<file path="config.mk">
export PLATFORM = sky130hd
export DESIGN_NAME = btn_conditioner
export DESIGN_NICKNAME = d
export VERILOG_FILES = /design/src/rtl/btn_conditioner.sv
export SDC_FILE = /design/constraint.sdc
export NUM_CORES = 1
export LEC_CHECK = 0
export CAP_MARGIN = 20
export CORE_AREA = 2 2 132 134
export DETAILED_ROUTE_END_ITERATION = 8
export DIE_AREA = 0 0 134 136
export PLACE_DENSITY = 0.65
export SETUP_SLACK_MARGIN = 0.1
export SLEW_MARGIN = 25
export SYNTH_ARGS = -nofsm -noshare
export SYNTH_HDL_FRONTEND = slang
export SYNTH_SLANG_ARGS = --single-unit
</file>
<file path="constraint.sdc">
create_clock -name clk100 -period 5.1 [get_ports clk100]
set_input_delay 0.765 -clock clk100 [delete_from_list [all_inputs] [get_ports clk100]]
set_output_delay 0.765 -clock clk100 [all_outputs]
set_load 0.02 [all_outputs]
</file>
<file path="src/rtl/btn_conditioner.sv">
// Button input stage: 2-flop synchroniser, debounce FSM, and level/press/release outputs per channel.
// Optional auto-repeat of btn_press while held is enabled by defining BTN_AUTOREPEAT_EN.
module btn_conditioner #(
  parameter int unsigned N_BTN           = 5,
  parameter int unsigned DEBOUNCE_CYCLES = 1000000,
  parameter int unsigned REPEAT_DELAY    = 50000000,
  parameter int unsigned REPEAT_PERIOD   = 10000000
) (
  input  logic             clk100,
  input  logic             reset_n,
  input  logic [N_BTN-1:0] btn_raw,
  output logic [N_BTN-1:0] btn_level,
  output logic [N_BTN-1:0] btn_press,
  output logic [N_BTN-1:0] btn_release
);

  localparam int unsigned CntW = $clog2(DEBOUNCE_CYCLES + 1);
  localparam logic [CntW-1:0] CntLast = CntW'(DEBOUNCE_CYCLES - 1);

`ifdef BTN_AUTOREPEAT_EN
  localparam int unsigned RepMax =
      (REPEAT_DELAY > REPEAT_PERIOD) ? REPEAT_DELAY : REPEAT_PERIOD;
  localparam int unsigned RepW = $clog2(RepMax + 1);
  localparam logic [RepW-1:0] RepDelayLast  = RepW'(REPEAT_DELAY - 1);
  localparam logic [RepW-1:0] RepPeriodLast = RepW'(REPEAT_PERIOD - 1);
`endif

  if (DEBOUNCE_CYCLES < 2 || REPEAT_DELAY == 0 || REPEAT_PERIOD == 0) begin : gen_param_check
    $error("btn_conditioner: DEBOUNCE_CYCLES must be >= 2 and REPEAT_* must be non-zero");
  end

  typedef enum logic [1:0] {StIdle, StArmHi, StPressed, StArmLo} state_e;

  logic [N_BTN-1:0] sync1_q, sync2_q;

  always_ff @(posedge clk100) begin
    if (!reset_n) begin
      sync1_q <= '0;
      sync2_q <= '0;
    end else begin
      sync1_q <= btn_raw;
      sync2_q <= sync1_q;
    end
  end

  for (genvar g = 0; g < N_BTN; g++) begin : gen_ch
    state_e          state_q, state_d;
    logic [CntW-1:0] cnt_q, cnt_d;
    logic            level_q, level_d;
    logic            press_q, press_d;
    logic            release_q, release_d;
    logic            rep_fire;
    logic            in_hi;
    logic            cnt_done;

    assign in_hi    = sync2_q[g];
    assign cnt_done = (cnt_q == CntLast);

    always_ff @(posedge clk100) begin
      if (!reset_n) begin
        state_q   <= StIdle;
        cnt_q     <= '0;
        level_q   <= 1'b0;
        press_q   <= 1'b0;
        release_q <= 1'b0;
      end else begin
        state_q   <= state_d;
        cnt_q     <= cnt_d;
        level_q   <= level_d;
        press_q   <= press_d;
        release_q <= release_d;
      end
    end

    always_comb begin
      state_d = state_q;
      cnt_d   = cnt_q;
      case (state_q)
        StIdle: begin
          if (in_hi) begin
            state_d = StArmHi;
            cnt_d   = CntW'(1);
          end
        end
        StArmHi: begin
          if (!in_hi) begin
            state_d = StIdle;
            cnt_d   = '0;
          end else if (cnt_done) begin
            state_d = StPressed;
            cnt_d   = '0;
          end else begin
            cnt_d = cnt_q + CntW'(1);
          end
        end
        StPressed: begin
          if (!in_hi) begin
            state_d = StArmLo;
            cnt_d   = CntW'(1);
          end
        end
        StArmLo: begin
          if (in_hi) begin
            state_d = StPressed;
            cnt_d   = '0;
          end else if (cnt_done) begin
            state_d = StIdle;
            cnt_d   = '0;
          end else begin
            cnt_d = cnt_q + CntW'(1);
          end
        end
        default: begin
          state_d = StIdle;
          cnt_d   = '0;
        end
      endcase
    end

    // Level follows the debounced state; pulses mark the debounce-complete transitions.
    always_comb begin
      level_d   = (state_d == StPressed) || (state_d == StArmLo);
      press_d   = ((state_q == StArmHi) && (state_d == StPressed)) || rep_fire;
      release_d = (state_q == StArmLo) && (state_d == StIdle);
    end

`ifdef BTN_AUTOREPEAT_EN
    logic [RepW-1:0] rep_q, rep_d;
    logic            rep_first_q, rep_first_d;
    logic            held_q, held_d;

    assign held_q = (state_q == StPressed) || (state_q == StArmLo);
    assign held_d = (state_d == StPressed) || (state_d == StArmLo);

    always_ff @(posedge clk100) begin
      if (!reset_n) begin
        rep_q       <= '0;
        rep_first_q <= 1'b1;
      end else begin
        rep_q       <= rep_d;
        rep_first_q <= rep_first_d;
      end
    end

    // First repeat waits REPEAT_DELAY from the press, later ones REPEAT_PERIOD apart.
    always_comb begin
      rep_d       = rep_q;
      rep_first_d = rep_first_q;
      rep_fire    = 1'b0;
      if (state_q != StPressed && state_d == StPressed) begin
        rep_d       = '0;
        rep_first_d = 1'b1;
      end else if (held_q && held_d) begin
        if (rep_q == (rep_first_q ? RepDelayLast : RepPeriodLast)) begin
          rep_fire    = 1'b1;
          rep_d       = '0;
          rep_first_d = 1'b0;
        end else begin
          rep_d = rep_q + RepW'(1);
        end
      end else begin
        rep_d       = '0;
        rep_first_d = 1'b1;
      end
    end
`else
    assign rep_fire = 1'b0;
`endif

    assign btn_level[g]   = level_q;
    assign btn_press[g]   = press_q;
    assign btn_release[g] = release_q;
  end

endmodule

</file>
# Yosys cells after proc, flatten, opt, wreduce, memory -nomap -nowiden
# Cells that the tools add are included.
# totals
regBits,135
latch_bits,0
ramBits,0
mem_bits_ro,0
input_bits,7
output_inout_bits,15
word_cells,167
n_memories,0
# op_classes
add_sub_neg,5
mul,0
div_mod_pow,0
order_cmp,0
eq_ne,40
n_shift,0
n_mux,65
n_bitwise,0
reduce_logical,30
# op_table
cell,n
$mux 20,25
$pmux 20 s4,5
$add 20x1->20 const B,5
$eq 20x20->1 const B,5
$mux 2,30
$eq 2x2->1 const B,20
$pmux 2 s4,5
$logic_not 2->1,10
$ne 2x2->1 const B,10
$eq 2x1->1 const B,5
$logic_and 1x1->1,10
$reduce_and 2->1,5
$logic_or 1x1->1,5

# Depth between registers and ports, before layout
# depth
word_depth,6
mapped_depth,8
ltp_nobuf,6

# Least setup slack after synthesis
# Ideal clock, no wire load.
# synth_timing
path_type,input to register
startpoint,input port reset_n
endpoint,register gen_ch[2].cnt_q[5]
setup_ns,0.074
arrival_ns,1.795
required_ns,5.026
slack_ns,3.230
stages,6
path_buffers,2
cell_sequence,buf_6 clkbuf_1 nand3_1 a21oi_1 a21oi_1 o21ai_0
# synth_rtl
element,line_no,rtl
from (decl),10,"input logic reset_n,"
to (signal assigned),68,cnt_q <= cnt_d;
to (decl),48,"logic [CntW-1:0] cnt_q, cnt_d;"

==> impl_metrics.ini <==
[sta]
report.final.slew_viol_count = 0
grt_setup_unrepaired = false
slew_headroom_pct = 38.2
setup_viol = 0
fin_tns_setup_ns = 0
hold_violations = 0
clock.fmax_mhz = 387
fin_crit_sh_pct = 50.7
clock_skew_ns = 0.00694
period_minus_slack_ns = 2.59
worstMarginPinSlew_ns = 0.920

[grt]
first_global_vias = 4740
grt_max_degree = 35
grt_antenna_before_repair = 0
grt_pass1_wl_um = 22800
grt_overflow = 0
grt_use_total_pct = 15.5

[critical_path]
worstPathRequired_ns = 5.45
r2r-start = gen_ch[4].state_q[1]
crit_type = input port to register
cp-end-kind = register
reg2reg_slack_ns = 2.89
endpoint = gen_ch[3].cnt_q[6]
r2r_cells = 5
crit_fanout = 34
startpoint = reset_n
worst_ep_arrival_time_ns = 2.94
startpoint_type = input port
reg2reg_to = gen_ch[4].cnt_q[13]

[power_and_ir_drop]
leakage_nw = 2.46
p_sw_share_pct = 21.3
internal-power_mw = 1.84
p_sw_mw = 0.497
clockPowerShare_pct = 52.3
combPwrFrac_pct = 2.5
vdd_drop_max_v = 0.000259
power.share.sequential_pct = 45.1
power_density_nw_per_um2 = 320

[clock_network]
cts_tree = yes
cts_root_buf = clkbuf_16
cts_setup_buffers = 0
clk_pin_slew_ns = 0.06
clockBufferDepth = 2
cts_made_buffers = 17
clock-sinks = 133
postCtsHoldBufs = 0
clk_latency_ns = 0.42
post_cts_resized = 0
htreeDepth = 4

[run_status]
status = finished clean

[layout]
mostFrequentLayoutCell = dfxtp_1
final_nets = 770
area_growth_pct = 13.2
diodes = 0
drive_above_1_share_pct = 7.91
design_area_sq_um = 7300
layout_common_cells = dfxtp_1 (133), nor2_1 (74), nand2_1 (73)
fillCellCount = 1668

[floorplanning]
start_util_pct = 38.2
row_count = 48
pin_count = 22
die_w_um = 134
die_h_um = 136
core_region_area_sq_um = 16900
die_area_sq_um = 18200

[routing]
wl_per_cell_um = 13.4
drcViolationCount = 0
routed_wirelength_um = 13300
dr.pass1.iters = 5
drt_iter0_drc = 417
vias = 5213
ant_nets = 0
vias_per_cell = 5.23

[yosys]
ys_ff_latch = 133
synth_edf_count = 0
synth.net_count = 766
ys_warn_count = 0
yosys_most_used_dff = dfxtp_1
avgSynthCellArea_sq_um = 8.55
synth_area_sq_um = 6450
ys_seq_area_share_pct = 41.3
synth_cells = 754
yosysUniqueCellTypes = 68
synthArstFlopShare_pct = 0

[placement]
place.gp.congestion = 0.836
dpl.hpwl_um = 8990
postPlaceCellArea_sq_um = 6710
portBuffers = 21

[hold_path]
hold_path_depth = 1
hp-class = register to register

[run]
cap_violations = 0
==> sequential cells by signal, indices dropped and copies added, names as in the netlist <==
signal,count
sync1_q,5
sync2_q,5
gen_ch.release_q,5
gen_ch.cnt_q,100
gen_ch.press_q,5
gen_ch.state_q,10
gen_ch.level_q,3
==> per-layer routing <==
layer / vias to the layer above / share of wire, % / GRT usage (%)
met1: 2401 / 51 / 20.4
met5: - / 0 / 0
met2: 69 / 43 / 23.6
met4: 0 / 2.5 / 7.51
met3: 23 / 3.5 / 4.21
li1: 2720 / - / -
==> cell usage after synthesis, types with 11 or more instances <==
cell type	instances	area share, %
nor3_1	27	2.1
xnor2_1	31	4.2
inv_1	20	1.2
a21oi_1	42	3.3
dfxtp_1	133	41
nand3_1	43	3.3
nand2_1	73	4.2
and3_1	20	1.9
clkbuf_1	11	0.64
and2_1	16	1.6
o21ai_0	39	3.0
mux2i_1	11	1.7
buf_4	15	1.7
nor2_1	74	4.3
nand4_1	26	2.5
xor2_1	13	1.8
a31oi_1	18	1.7
==> worst min-delay path by stage <==
| stage | from | endpoint |
|---|---|---|
| floorplan | sync1_q[0] | sync2_q[0] |
| global placement | sync1_q[2] | sync2_q[2] |
| detailed placement | sync1_q[3] | sync2_q[3] |
| CTS | sync1_q[3] | sync2_q[3] |
| global route | sync1_q[4] | sync2_q[4] |
| finish | sync1_q[3] | sync2_q[3] |
==> layout make-up <==
| type | count | area (sq um) | share of cell area (%) |
|---|---|---|---|
| Clock inverter | 7 | 93.8 | 1.29 |
| Multi-Input combinational cell | 562 | 3460 | 47.4 |
| Inverter | 21 | 78.8 | 1.08 |
| Tap cell | 225 | 282 | 3.86 |
| Sequential cell | 133 | 2660 | 36.5 |
| Timing Repair Buffer | 23 | 225 | 3.09 |
| Clock buffer | 25 | 495 | 6.79 |
==> per-stage QoR <==
step	cells	power, mW	setup WS, ns	hold slack (ns)	utilization (%)
after floorplan	754	1.12	3.23	0.412	-
after global placement	964	1.14	2.08	0.412	39.7
after detailed placement	964	1.14	2.04	0.419	39.7
after CTS	996	2.36	2.49	0.431	43.2
after global routing	996	2.41	2.17	0.435	43.2
final	996	2.33	2.51	0.428	43.2
==> cells by family after synthesis <==
group / synth area share [%]
xor gates and xnor gates: 6.48
AOI/OAI and AO/OA: 14.8
and+or+nand+nor: 29.7
DFF: 41.3
muxes: 1.71
buffers and inverters: 5.05
adders and majority gates: 0.970
==> worst max-delay path, stage by stage <==
cell	delay (ns)
clkdlybuf4s50_1	0.45
buf_4	0.31
inv_2	0.29
nor3_1	0.82
o21ai_0	0.19
o21ai_0	0.10
==> power groups by stage <==
stage                     logic [mW]  registers [mW]  clock network [mW]
after detailed placement      0.0591            1.08                   0
after CTS                     0.0596            1.05                1.25
after global routing          0.0672            1.05                1.29
final                         0.0588            1.05                1.22
after global placement        0.0589            1.08                   0
after floorplan               0.0451            1.07                   0
(Power assumes the default switching activity.)
